--- config.mk ---
export PLATFORM = sky130hd
export DESIGN_NAME = button_pulse_conditioner
export DESIGN_NICKNAME = d
export VERILOG_FILES = /design/src/rtl/button_pkg.sv /design/src/rtl/bit_synchronizer.sv /design/src/rtl/button_pulse_conditioner.sv
export SDC_FILE = /design/constraint.sdc
export NUM_CORES = 1
export LEC_CHECK = 0
export ABC_AREA = 1
export CAP_MARGIN = 20
export CELL_PAD_IN_SITES_DETAIL_PLACEMENT = 1
export CELL_PAD_IN_SITES_GLOBAL_PLACEMENT = 1
export CORE_MARGIN = 1
export CORE_UTILIZATION = 41
export DETAILED_ROUTE_END_ITERATION = 10
export PLACE_DENSITY_LB_ADDON = 0.05
export SYNTH_ARGS = -nofsm -noshare
export SYNTH_HDL_FRONTEND = slang
export SYNTH_SLANG_ARGS = --single-unit
--- constraint.sdc ---
create_clock -name clk -period 2 [get_ports clk]
set_input_delay 0.3 -clock clk [delete_from_list [all_inputs] [get_ports clk]]
set_output_delay 0.3 -clock clk [all_outputs]
set_load 0.05 [all_outputs]
--- src/rtl/button_pkg.sv ---
// Shared definitions for the push-button conditioning path.
package button_pkg;

    typedef enum logic [1:0] {
        IDLE        = 2'd0,
        ARM_PRESS   = 2'd1,
        PRESSED     = 2'd2,
        ARM_RELEASE = 2'd3
    } btn_state_e;

    localparam int unsigned DEBOUNCE_CYCLES_SIM   = 16;
    localparam int unsigned DEBOUNCE_CYCLES_BOARD = 1_000_000;

endpackage

--- src/rtl/bit_synchronizer.sv ---
// Plain shift-chain synchroniser for one asynchronous bit; q is the last stage.
module bit_synchronizer #(
    parameter int unsigned STAGES = 2
) (
    input  logic clk,
    input  logic reset,
    input  logic d,
    output logic q
);

    logic [STAGES-1:0] chain;

    always_ff @(posedge clk) begin
        if (!reset) begin
            chain <= '0;
        end else begin
            chain <= {chain[STAGES-2:0], d};
        end
    end

    assign q = chain[STAGES-1];

endmodule

--- src/rtl/button_pulse_conditioner.sv ---
// Synchronise, debounce and edge-detect a raw button into one enable pulse per press.
module button_pulse_conditioner
    import button_pkg::*;
#(
    parameter int unsigned SYNC_STAGES     = 2,
    parameter int unsigned DEBOUNCE_CYCLES = DEBOUNCE_CYCLES_SIM
) (
    input  logic clk,
    input  logic reset,
    input  logic button_in,
    output logic enable_pulse,
    output logic button_level
);

    localparam int unsigned CNT_WIDTH = $clog2(DEBOUNCE_CYCLES + 1);
    localparam logic [CNT_WIDTH-1:0] CNT_MAX = CNT_WIDTH'(DEBOUNCE_CYCLES);
    localparam logic [CNT_WIDTH-1:0] CNT_ONE = CNT_WIDTH'(1);

    logic                 sync_out;
    btn_state_e           state;
    logic [CNT_WIDTH-1:0] cnt;

    bit_synchronizer #(
        .STAGES (SYNC_STAGES)
    ) u_sync (
        .clk   (clk),
        .reset (reset),
        .d     (button_in),
        .q     (sync_out)
    );

    // The counter is only compared for equality and is cleared on every exit, so it tops out at CNT_MAX.
    always_ff @(posedge clk) begin
        if (!reset) begin
            state        <= IDLE;
            cnt          <= '0;
            enable_pulse <= 1'b0;
            button_level <= 1'b0;
        end else begin
            enable_pulse <= 1'b0;
            case (state)
                IDLE: begin
                    cnt <= '0;
                    if (sync_out) begin
                        state <= ARM_PRESS;
                        cnt   <= CNT_ONE;
                    end
                end
                ARM_PRESS: begin
                    if (!sync_out) begin
                        state <= IDLE;
                        cnt   <= '0;
                    end else if (cnt == CNT_MAX) begin
                        state        <= PRESSED;
                        cnt          <= '0;
                        enable_pulse <= 1'b1;
                        button_level <= 1'b1;
                    end else begin
                        cnt <= cnt + CNT_ONE;
                    end
                end
                PRESSED: begin
                    if (!sync_out) begin
                        state <= ARM_RELEASE;
                        cnt   <= CNT_ONE;
                    end
                end
                ARM_RELEASE: begin
                    if (sync_out) begin
                        state <= PRESSED;
                        cnt   <= '0;
                    end else if (cnt == CNT_MAX) begin
                        state        <= IDLE;
                        cnt          <= '0;
                        button_level <= 1'b0;
                    end else begin
                        cnt <= cnt + CNT_ONE;
                    end
                end
                default: begin
                    state        <= IDLE;
                    cnt          <= '0;
                    button_level <= 1'b0;
                end
            endcase
        end
    end

endmodule

Word-level counts from Yosys, hierarchy flattened

Index checks and enable logic that the tools add are counted.

Bits of input ports: 3
Logic and storage cells: 42
Bits in registers: 11
Output and inout port bits: 2

Equal/unequal tests: 12
$add $sub $neg: 1
Muxes and demuxes: 19
Reductions and logical operators: 5

Operators with widths:

| kind                                                 | number |
|---|---|
| two-way mux 5 bit                                    | 4 |
| case mux 5 bit (4 select lines)                      | 1 |
| two-way mux 2 bit                                    | 6 |
| != test 2 bit (second input constant)                | 4 |
| case mux 2 bit (4 select lines)                      | 1 |
| two-way mux 1 bit                                    | 6 |
| adder 5 x 1 -> 5 bit (second input constant)         | 1 |
| equality test 5 bit (second input constant)          | 1 |
| AND reduction 5 bit                                  | 1 |
| equality test 2 bit (second input constant)          | 2 |
| != test 2 x 1 -> 1 bit (second input constant)       | 2 |
| AND reduction 4 bit                                  | 1 |
| != test 3 x 2 -> 1 bit (second input constant)       | 1 |
| != test 3 bit (second input constant)                | 1 |
| AND reduction 3 bit                                  | 1 |
| equality test 2 x 1 -> 1 bit (second input constant) | 1 |
| logical NOT 2 bit                                    | 1 |
| case mux 1 bit (2 select lines)                      | 1 |
| nonzero test 2 bit                                   | 1 |

Logic depth before layout (Yosys ltp)

Depth after elaboration: 4
Gate-level depth with buffers: 8
Mapped depth without buffers: 8

Cells and area by module

From an unflattened synthesis, not the netlist that was laid out.

Cell total of the unflattened synthesis: 78
Area total of the unflattened synthesis: 541.8 um^2

Modules (own cells, without submodules):

| module                   | cells each | instances | area an instance (um^2) | sequential area each (um^2) |
|---|---|---|---|---|
| button_pulse_conditioner | 72         | 1         | 486.7                   | 180.2 |
| bit_synchronizer         | 6          | 1         | 55.1                    | 40.0 |

Least setup slack after synthesis

Ideal clock, no wire load.

Path kind: register to register
From: register cnt[0]
To: register (tool-made name)
Data arrival time: 1.009 ns
Setup time: 0.116 ns
Clock period less this slack: 1.125 ns
Path buffers: 0
Slack: 0.875 ns
Required time: 1.884 ns
Stages on the path, launching flop included: 8
Cell sequence: dfxtp_1 > inv_1 > ha_1 > nand2_1 > nor2_4 > nand2_4 > o21ai_0 > nor2_1

RTL lines:

| item                     | line                           | text |
|---|---|---|
| start: declaration       | button_pulse_conditioner.sv:21 | `logic [CNT_WIDTH-1:0] cnt;` |
| start signal: assignment | button_pulse_conditioner.sv:59 | `cnt <= cnt + CNT_ONE;` |
| start signal: assignment | button_pulse_conditioner.sv:77 | `cnt <= cnt + CNT_ONE;` |

Worst setup path in the final report

From: register button_level
To: output port button_level

RTL lines:

| item                     | line                           | text |
|---|---|---|
| start: declaration       | button_pulse_conditioner.sv:12 | `output logic button_level` |
| start signal: assignment | button_pulse_conditioner.sv:38 | `button_level <= 1'b0;` |
| start signal: assignment | button_pulse_conditioner.sv:57 | `button_level <= 1'b1;` |
| start signal: assignment | button_pulse_conditioner.sv:75 | `button_level <= 1'b0;` |

No word-level cell between the ends.

==> impl_metrics.env <==
export IMPL_synth_fp_nets=78
export IMPL_hold_buffers=0
export IMPL_multiInputGateArea_um2=267
export IMPL_dominant_cells_by_area_after_synthesis="dfxtp_1 41%, nand2_1 13%, inv_1 8.4%"
export IMPL_slew_viol_final=0
export IMPL_pwrdens_nw_per_um2=641
export IMPL_outcome="complete, no violations"
export IMPL_critPathKind="flop to primary output"
export IMPL_grt_antenna_before_repair=0
export IMPL_dp_hpwl_um=831
export IMPL_synth_enable_flop_cells=0
export IMPL_asyncSetResetFlopFracSynth_pct=0
export IMPL_synth_yosys_warnings=0
export IMPL_chipWidth_um=38.3
export IMPL_critical_path_required_ns=1.70
export IMPL_rsz_0062_raised_after_global_routing="no"
export IMPL_cts_htree_levels=1
export IMPL_yosys_area_top_type="dfxtp_1"
export IMPL_placed_cells_incl_taps=90
export IMPL_layout_cell_area_non_filler_um2=616
export IMPL_tritoncts="yes"
export IMPL_reg_area_um2=220
export IMPL_core_area_um2=1170
export IMPL_area_growth_synth_to_final_pct=14.2
export IMPL_final_net_count=86
export IMPL_post_layout_nonfiller_instances=94
export IMPL_irDropWorstVdd_mv=0.359
export IMPL_yosysTopAreaCellShare_pct=40.8
export IMPL_maxClockFrequency_ghz=0.591
export IMPL_cells_along_the_critical_path="clkdlybuf4s50_1"
export IMPL_antenna_cells=0
export IMPL_portBuffers=4
export IMPL_cts_sinks=11
export IMPL_post_synth_cell_area_avg_um2=7.39
export IMPL_post_cts_setup_buffer_count=0
export IMPL_fp_dieArea_um2=1460
export IMPL_route_final_wire_length_um=1080
export IMPL_start_util_pct=46.0
export IMPL_finalHoldViolations=0
export IMPL_critPathArrivalTime_ns=1.39
export IMPL_ys_dominant_reg_cell="dfxtp_1"
export IMPL_drt_drc_violations_left=0
export IMPL_dpl_instance_area_um2=589
export IMPL_detail_route_first_pass_iterations=4
export IMPL_r2r_slack_ns=0.73
export IMPL_final_layout_size_suffix_gt1_share_pct=13.8
export IMPL_max_cap_violation_count=0
export IMPL_gr_usage_all_layers_pct=19.6
export IMPL_yosysSeqAreaShare_pct=40.8
export IMPL_gp_congestion=0.749
export IMPL_worstMarginPinSlew_ns=0.488
export IMPL_crit_path_max_fanout=2
export IMPL_std_cell_rows=12
export IMPL_cts_root_buffer="clkbuf_4"
export IMPL_boundaryPins=5
export IMPL_startpoint_type="flop"
export IMPL_power_static_leakage_nw=0.280
export IMPL_post_route_min_period_ns=1.69
export IMPL_setup_skew_after_layout_ns=0.00576
export IMPL_cts_repair_resize_count=0
export IMPL_first_global_vias=460
export IMPL_tns_ns=0
export IMPL_drt_vias_per_instance=4.87
export IMPL_delay_heaviest_family_cp="buffers and inverters"
export IMPL_setup_viol=0
export IMPL_cts_root_to_sink_buffers=2
export IMPL_endpoint_kind="primary output"
export IMPL_yosys_cell_types_count=19
export IMPL_grt_first_pass_wirelength_um=1870
export IMPL_worst_path_largest_cell_delay_ns=0.80
export IMPL_numCtsBuffers=3
export IMPL_final_fill_count=163
export IMPL_drtAntennaViolNets=0
export IMPL_worst_hold_path_type="flop to flop"
export IMPL_grt_remaining_overflow=0
export IMPL_post_drt_wl_per_cell_um=11.5
export IMPL_max_slew_margin_rel_pct=67.4
export IMPL_critical_path_slowest_cell="clkdlybuf4s50_1"
export IMPL_syn_instance_count=73
export IMPL_die_y_um=38.3
export IMPL_synth_ff_latch_count=11
export IMPL_route_vias_total=458
export IMPL_grt_start_max_net_pins=9
export IMPL_synth_area_um2=539
export IMPL_timing_final_crit_share_pct=84.6
export IMPL_clk_insertion_delay_late_ns=0.27
export IMPL_worst_setup_hold_path_clk_slew_ns=0.07
export IMPL_crit_path_buf_inv_count=1
export IMPL_drt_iter0_markers=9
==> where the power goes <==
part | internal [mW] | total [mW] | switching (mW)
logic | 0.00684 | 0.0143 | 0.00743
registers | 0.222 | 0.226 | 0.00376
clock network | 0.0772 | 0.155 | 0.0774
total | 0.306 | 0.395 | 0.0886
==> through the flow <==
stage          worst slack [ns]  power (mW)  hold slack [ns]  utilization (%)
3_5_place_dp              0.591       0.245            0.404             50.3
6_report                  0.309       0.395            0.417             52.6
3_3_place_gp              0.603       0.245            0.392             50.3
2_1_floorplan             0.875       0.238            0.390                -
5_1_grt                   0.263       0.420            0.442             52.6
4_1_cts                   0.290       0.405            0.421             52.6
==> synthesized netlist by cell type, types with 2 or more instances <==
library cell   n
ha_1           2
nand2_2        3
a21oi_1        3
nand2_1       19
nor2_1         5
nand3_1        4
dfxtp_1       11
inv_1         12
o21ai_0        3
nand4_1        2
==> layer usage <==
metal	GRT usage, %	vias to the layer above	wire (um)	part of all wire (%)
met1	25.2	203	528	49
li1	-	242	-	-
met3	1.74	5	21	1.9
met2	29.2	8	493	46
met4	16.1	0	34	3.2
met5	0	-	0	0
==> flip-flops by register name, summed over array words and instances, names as in the netlist, named ones only <==
register      cells
cnt               5
u_sync.chain      2
button_level      1
enable_pulse      1
state             1
==> layout by cell type (no fill, tap or decap), types with 2 or more instances in the layout <==
cell type,n
a21oi_1,3
clkbuf_4,3
clkdlybuf4s50_1,4
dfxtp_1,11
ha_1,2
inv_1,12
nand2_1,19
nand2_2,3
nand3_1,4
nand4_1,2
nor2_1,5
o21ai_0,3
==> cells by family (layout without fill, tap and decap cells) <==
kind of cell             after synthesis  in the layout  share of synthesized area, %
adder cells (fa/ha/maj)                2              2                          4.64
XOR/XNOR                               1              1                          1.62
buffers and inverters                 13             20                          9.74
flip-flops                            11             11                          40.8
AND/OR/NAND/NOR                       38             38                          34.6
AO/OA/AOI/OAI                          8              8                          8.58
==> layout make-up <==
type,count,area share (%)
Multi-Input combinational cell,49,43.3
Inverter,12,7.32
Clock buffer,4,4.27
Timing Repair Buffer,4,6.50
Sequential cell,11,35.8
Tap cell,14,2.85
==> final timing paths <==
path / from / to / depth (start not counted)
max reg2reg: cnt[0]$_SDFFE_PN0P_ / flop / 7
min reg2reg: u_sync.chain[0]$_SDFF_PN0_ / u_sync.chain[1]$_SDFF_PN0_ / 2
max: button_level$_SDFFE_PN0P_ / button_level / 1
min: u_sync.chain[0]$_SDFF_PN0_ / u_sync.chain[1]$_SDFF_PN0_ / 2
Note: power is estimated with default switching activity, not from simulation.
